<file path="src/rtl/a2d_pkg.sv">
// Shared types and constants for the A2D SPI responder and its users.
package a2d_pkg;

  typedef enum logic {IDLE, ACTIVE} state_t;

  localparam int unsigned FRAME_BITS = 16;
  localparam int unsigned CHNNL_MSB  = 13;
  localparam int unsigned CHNNL_LSB  = 11;
  localparam int unsigned RES_W      = 12;
  localparam int unsigned CHNNL_W    = CHNNL_MSB - CHNNL_LSB + 1;
  localparam int unsigned NUM_CHNNL  = 1 << CHNNL_W;
  localparam int unsigned CNT_W      = 5;
  localparam int unsigned RX_W       = CHNNL_MSB + 1;

  // Channel indices used by the slide-pot interface
  localparam logic [CHNNL_W-1:0] B1  = CHNNL_W'(0);
  localparam logic [CHNNL_W-1:0] LP  = CHNNL_W'(1);
  localparam logic [CHNNL_W-1:0] B3  = CHNNL_W'(2);
  localparam logic [CHNNL_W-1:0] HP  = CHNNL_W'(3);
  localparam logic [CHNNL_W-1:0] B2  = CHNNL_W'(4);
  localparam logic [CHNNL_W-1:0] VOL = CHNNL_W'(7);

  // Response frame: conversion result right-justified, upper nibble zero
  function automatic logic [FRAME_BITS-1:0] resp_word(input logic [RES_W-1:0] val);
    return FRAME_BITS'(val);
  endfunction

endpackage

</file>
<file path="src/rtl/a2d_sync_edge.sv">
// Multi-flop synchronizer with one extra flop for rise/fall pulse detection.
module a2d_sync_edge #(
  parameter int unsigned STAGES  = 2,
  parameter logic        RST_VAL = 1'b0
) (
  input  logic clk,
  input  logic rst_n,
  input  logic d,
  output logic q,
  output logic rise_c,
  output logic fall_c
);

  logic [STAGES-1:0] chain;
  logic              prev;

  always_ff @(posedge clk or negedge rst_n) begin
    if (!rst_n) begin
      chain <= {STAGES{RST_VAL}};
      prev  <= RST_VAL;
    end else begin
      chain <= {chain[STAGES-2:0], d};
      prev  <= chain[STAGES-1];
    end
  end

  assign q      = chain[STAGES-1];
  assign rise_c = q & ~prev;
  assign fall_c = ~q & prev;

endmodule

</file>
<file path="src/rtl/a2d_spi_resp.sv">
// A2D converter stand-in: answers each SPI command frame with the value of
// the channel named by the previous valid command.
module a2d_spi_resp
  import a2d_pkg::*;
#(
  parameter logic [RES_W-1:0] RST_VAL     = 12'h000,
  parameter int unsigned      SYNC_STAGES = 2
) (
  input  logic               clk,
  input  logic               rst_n,
  input  logic               SS_n,
  input  logic               SCLK,
  input  logic               MOSI,
  output logic               MISO,
  input  logic               wr_en,
  input  logic [CHNNL_W-1:0] wr_addr,
  input  logic [RES_W-1:0]   wr_data,
  output logic               cmd_vld,
  output logic [CHNNL_W-1:0] cmd_chnnl,
  output logic               frm_err
);

  logic ss_sync, ss_rise, ss_fall;
  logic sclk_sync, sclk_rise, sclk_fall;
  logic mosi_sync, mosi_rise_unused, mosi_fall_unused;

  // SS_n resets low so a frame already running at reset release is skipped
  a2d_sync_edge #(.STAGES(SYNC_STAGES), .RST_VAL(1'b0)) u_ss_sync (
    .clk    (clk),
    .rst_n  (rst_n),
    .d      (SS_n),
    .q      (ss_sync),
    .rise_c (ss_rise),
    .fall_c (ss_fall)
  );

  a2d_sync_edge #(.STAGES(SYNC_STAGES), .RST_VAL(1'b1)) u_sclk_sync (
    .clk    (clk),
    .rst_n  (rst_n),
    .d      (SCLK),
    .q      (sclk_sync),
    .rise_c (sclk_rise),
    .fall_c (sclk_fall)
  );

  a2d_sync_edge #(.STAGES(SYNC_STAGES), .RST_VAL(1'b0)) u_mosi_sync (
    .clk    (clk),
    .rst_n  (rst_n),
    .d      (MOSI),
    .q      (mosi_sync),
    .rise_c (mosi_rise_unused),
    .fall_c (mosi_fall_unused)
  );

  logic [RES_W-1:0]      regs [NUM_CHNNL];
  state_t                state;
  logic [FRAME_BITS-1:0] tx_shft;
  logic [RX_W-1:0]       rx_shft;
  logic [CNT_W-1:0]      bit_cnt;

  // Channel-value register file
  always_ff @(posedge clk or negedge rst_n) begin
    if (!rst_n) begin
      for (int i = 0; i < int'(NUM_CHNNL); i++) regs[i] <= RST_VAL;
    end else if (wr_en) begin
      regs[wr_addr] <= wr_data;
    end
  end

  // Frame FSM; rx keeps only bits up to the channel MSB, higher bits are don't-care
  always_ff @(posedge clk or negedge rst_n) begin
    if (!rst_n) begin
      state     <= IDLE;
      tx_shft   <= '0;
      rx_shft   <= '0;
      bit_cnt   <= '0;
      cmd_chnnl <= '0;
      cmd_vld   <= 1'b0;
      frm_err   <= 1'b0;
    end else begin
      cmd_vld <= 1'b0;
      frm_err <= 1'b0;
      case (state)
        IDLE: begin
          if (ss_fall) begin
            tx_shft <= resp_word(regs[cmd_chnnl]);
            rx_shft <= '0;
            bit_cnt <= '0;
            state   <= ACTIVE;
          end
        end
        ACTIVE: begin
          if (ss_rise) begin
            state <= IDLE;
            if (bit_cnt == CNT_W'(FRAME_BITS)) begin
              cmd_chnnl <= rx_shft[CHNNL_MSB:CHNNL_LSB];
              cmd_vld   <= 1'b1;
            end else begin
              frm_err <= 1'b1;
            end
          end else if (sclk_rise) begin
            rx_shft <= {rx_shft[RX_W-2:0], mosi_sync};
            if (bit_cnt != '1) bit_cnt <= bit_cnt + CNT_W'(1);
          end else if (sclk_fall && (bit_cnt != '0)) begin
            // The master's front-porch fall arrives before any rise and must not shift
            tx_shft <= {tx_shft[FRAME_BITS-2:0], 1'b0};
          end
        end
        default: state <= IDLE;
      endcase
    end
  end

  assign MISO = (state == ACTIVE) ? tx_shft[FRAME_BITS-1] : 1'b0;

  logic sclk_level_unused;
  assign sclk_level_unused = sclk_sync & ss_sync;

endmodule

</file>
<file path="config.mk">
export PLATFORM = sky130hd
export DESIGN_NAME = a2d_spi_resp
export DESIGN_NICKNAME = d
export VERILOG_FILES = /design/src/rtl/a2d_pkg.sv /design/src/rtl/a2d_sync_edge.sv /design/src/rtl/a2d_spi_resp.sv
export SDC_FILE = /design/constraint.sdc
export NUM_CORES = 1
export LEC_CHECK = 0
export ABC_AREA = 1
export CELL_PAD_IN_SITES_DETAIL_PLACEMENT = 0
export CELL_PAD_IN_SITES_GLOBAL_PLACEMENT = 1
export CORE_MARGIN = 1
export CORE_UTILIZATION = 30
export DETAILED_ROUTE_END_ITERATION = 10
export GPL_TIMING_DRIVEN = 0
export HOLD_SLACK_MARGIN = 0.08
export PLACE_DENSITY_LB_ADDON = 0.3
export SLEW_MARGIN = 0
export SYNTH_ARGS = -nofsm -noshare
export SYNTH_HDL_FRONTEND = slang
export SYNTH_SLANG_ARGS = --single-unit
</file>
<file path="constraint.sdc">
create_clock -name clk -period 1.9 [get_ports clk]
set_input_delay 0.475 -clock clk [delete_from_list [all_inputs] [get_ports clk]]
set_output_delay 0.475 -clock clk [all_outputs]
set_load 0.02 [all_outputs]
</file>
==> results.py <==
metrics = {
    "layout": {
        "fillCellCount": 2227,
        "synthToLayoutAreaGrowth_pct": 19.2,
        "nets": 836,
        "layout-drive-gt1-share": 0.0910,
        "antenna_cells": 0,
        "fin_cells": 1094,
    },
    "setup_path": {
        "path_buf_inv": 1,
        "crit_chain": "clkdlybuf4s50_1",
        "crit_path_start_kind": "register",
        "slowest_delay_ns": 0.59,
        "endpoint_kind": "output port",
        "cp.arrival_ns": 1.33,
        "path_max_fanout": 1,
        "crit_slowest_cell": "clkdlybuf4s50_1",
        "r2r_slack_ns": 0.14,
        "cp.required_ns": 1.42,
        "r2r-end": "tx_shft[7]",
        "critPathTopFamily": "buffers and inverters",
        "worst-setup-path-type": "register to output port",
        "r2r-start": "cmd_chnnl[1]",
        "rr_worst_depth": 8,
    },
    "sta": {
        "maxSlewViolCount": 0,
        "grt_setup_unrepaired": "false",
        "period_minus_slack_ns": 1.80,
        "clock_skew_ns": 0.0114,
        "setup-violations-final": 0,
        "fmax_mhz": 555,
        "maxSlewHeadroom": 0.635,
        "tightestPinTransition_ns": 0.547,
        "min_period_over_period": 0.949,
        "hold-worst-slack_ns": 0.348,
        "layout_setup_ws_ns": 0.0973,
        "hold_viol_final": 0,
    },
    "synthesis": {
        "synth.area.top_cells": "dfrtp_1, nand2_1, o21ai_0, nand3_1, nor2_1",
        "synth.yosys.warnings": 0,
        "synthMostInstantiatedCell": "nand2_1",
        "synth_seq_cells": 145,
        "syn_nets": 790,
        "synth_edf_count": 0,
        "yosys_most_used_dff": "dfrtp_1",
        "synth_top_cell_by_area": "dfrtp_1",
        "ys_seq_area_frac": 0.569,
        "synthDominantCellAreaShare": 0.557,
        "syn-instance-count": 766,
        "mappedNetlistArea_um2": 6380,
        "syn_area_per_cell_um2": 8.33,
        "ys_top_cells_by_count": "nand2_1, dfrtp_1, o21ai_0, nand3_1, nor2_1",
        "async_flop_share": 1.00,
        "synth.distinct_cells": 24,
    },
    "power": {
        "cellInternalPower_mw": 6.19,
        "swShare": 0.280,
        "comb_power_share": 0.140,
        "p_clk_frac": 0.397,
        "p_leak_nw": 3.56,
        "power.total_mw": 8.59,
        "peakVddDrop_uv": 574,
        "p_sw_mw": 2.40,
        "sequentialPowerShare": 0.463,
        "p_per_area_nw_per_um2": 1130,
    },
    "global_route": {
        "overflow": 0,
        "grt_max_degree": 92,
        "grt_util_all_layers": 0.179,
        "antenna_found_initial": 0,
        "first_global_vias": 4938,
        "grt_pass1_wl_um": 29200,
    },
    "min_path": {
        "hold_path.class": "register to register",
        "whs_path_depth": 0,
        "min_from": "u_mosi_sync.chain[0]",
        "holdPathEnd": "u_mosi_sync.chain[1]",
    },
    "floorplanning": {
        "dieArea_um2": 21900,
        "core_area_um2": 20600,
        "num_rows": 52,
        "initial_core_util": 0.310,
        "ios": 27,
        "die_width_um": 148,
        "fp.dieH_um": 148,
    },
    "cts": {
        "cts_tree": "built",
        "cts_num_sinks": 145,
        "clk_path_buf_depth": 2,
        "clock_latency_ns": 0.43,
        "cts_root_buffer": "clkbuf_16",
        "post_cts_buffers": 0,
        "htreeDepth": 4,
        "cts_buffers": 17,
        "clkTransAtPathRegs_ns": 0.06,
    },
    "placement": {
        "hpwlAfterDp_um": 12300,
        "gp_congestion": 0.795,
        "numPortBuffers": 26,
        "dp.cells": 1063,
        "place_ws_ns": -0.257,
    },
    "flow_run": {
        "maxCapViolCount": 0,
    },
    "routing": {
        "drt_iter0_markers": 358,
        "antenna_left": 0,
        "wl_per_cell_um": 16.6,
        "drc": 0,
        "routed_via_density": 4.71,
        "dr.pass1.iters": 5,
        "vias": 5150,
        "routed_wl_um": 18100,
    },
    "status": {
        "outcome": "complete, no violations",
    },
}
registers in the layout, indices dropped and copies added (netlist names):
name and flops:
bit_cnt 5, cmd_chnnl 3, cmd_vld 1, frm_err 1
regs 96, rx_shft 14, state 1, tx_shft 16
u_mosi_sync.chain 2, u_sclk_sync.chain 2, u_sclk_sync.prev 1, u_ss_sync.chain 2
u_ss_sync.prev 1
kinds of logic after synthesis:
family | share of synthesized area
and+or+nand+nor | 0.264
xor gates and xnor gates | 0.00137
DFF | 0.569
adders and majority gates | 0.00588
buffers and inverters | 0.0582
AOI/OAI and AO/OA | 0.102
worst max path at each step:
stage,endpoint,from,cells past startpoint
after global placement,regs[65],rst_n,1
after detailed placement,regs[18],wr_en,6
after floorplan,MISO,state,4
final,cmd_vld,cmd_vld,1
after global routing,tx_shft[7],cmd_chnnl[1],8
after CTS,MISO,state,4
cell usage in the layout (no fill, tap or decap), types with 4 or more instances in the layout:
master           Yosys  routed
nand3_1             84      84
inv_1               32      32
dfrtp_1            142     141
buf_6                6       7
buf_2               21      21
o21ai_1              4       4
nor2_1              50      50
clkbuf_16            0      17
clkdlybuf4s50_1      0      21
clkbuf_1            14      11
o21ai_0            110     110
a21oi_1             11      11
nand2_1            272     272
metrics by stage:
step / cell area [µm²] / TNS [ns] / utilization
floorplan: 6380 / 0 / -
global placement: 6980 / -872.76 / 0.339
detailed placement: 7010 / -9.97 / 0.341
CTS: 7610 / 0 / 0.370
global route: 7600 / 0 / 0.370
finish: 7600 / 0 / 0.370
cell type report:
| cell class | count | area (µm²) | area share |
|---|---|---|---|
| Buffer | 44 | 246 | 0.0324 |
| Clock buffer | 20 | 467 | 0.0614 |
| Clock inverter | 11 | 129 | 0.0169 |
| Inverter | 33 | 124 | 0.0163 |
| Multi-Input combinational cell | 543 | 2380 | 0.313 |
| Sequential cell | 145 | 3630 | 0.478 |
| Tap cell | 270 | 338 | 0.0444 |
| Timing Repair Buffer | 28 | 290 | 0.0382 |
power by group through the flow:
stage / Combinational (mW) / Clock, mW / Sequential [mW]
4_1_cts: 1.23 / 3.47 / 3.97
5_1_grt: 1.42 / 3.61 / 4.05
2_1_floorplan: 0.861 / 0 / 3.95
6_report: 1.20 / 3.41 / 3.98
3_5_place_dp: 1.22 / 0 / 4.02
3_3_place_gp: 1.20 / 0 / 4.02
metal layers:
layer  GRT usage  up-vias  routed length [µm]
met2       0.265      110                8020
met3      0.0367       12                 767
met1       0.266     2461                9180
li1            -     2567                   -
met4      0.0438        0                 180
met5           0        -                   0
timing repair:
action | in CTS | in global routing
resized for setup | 6 | 4
gates cloned | 0 | 0
endpoints found under the setup margin | 6 | 9
pin swaps | 0 | 0
hold buffers | 1 | 0
hold endpoints to repair | 51 | 0
Note: power is estimated with default switching activity, not from simulation.
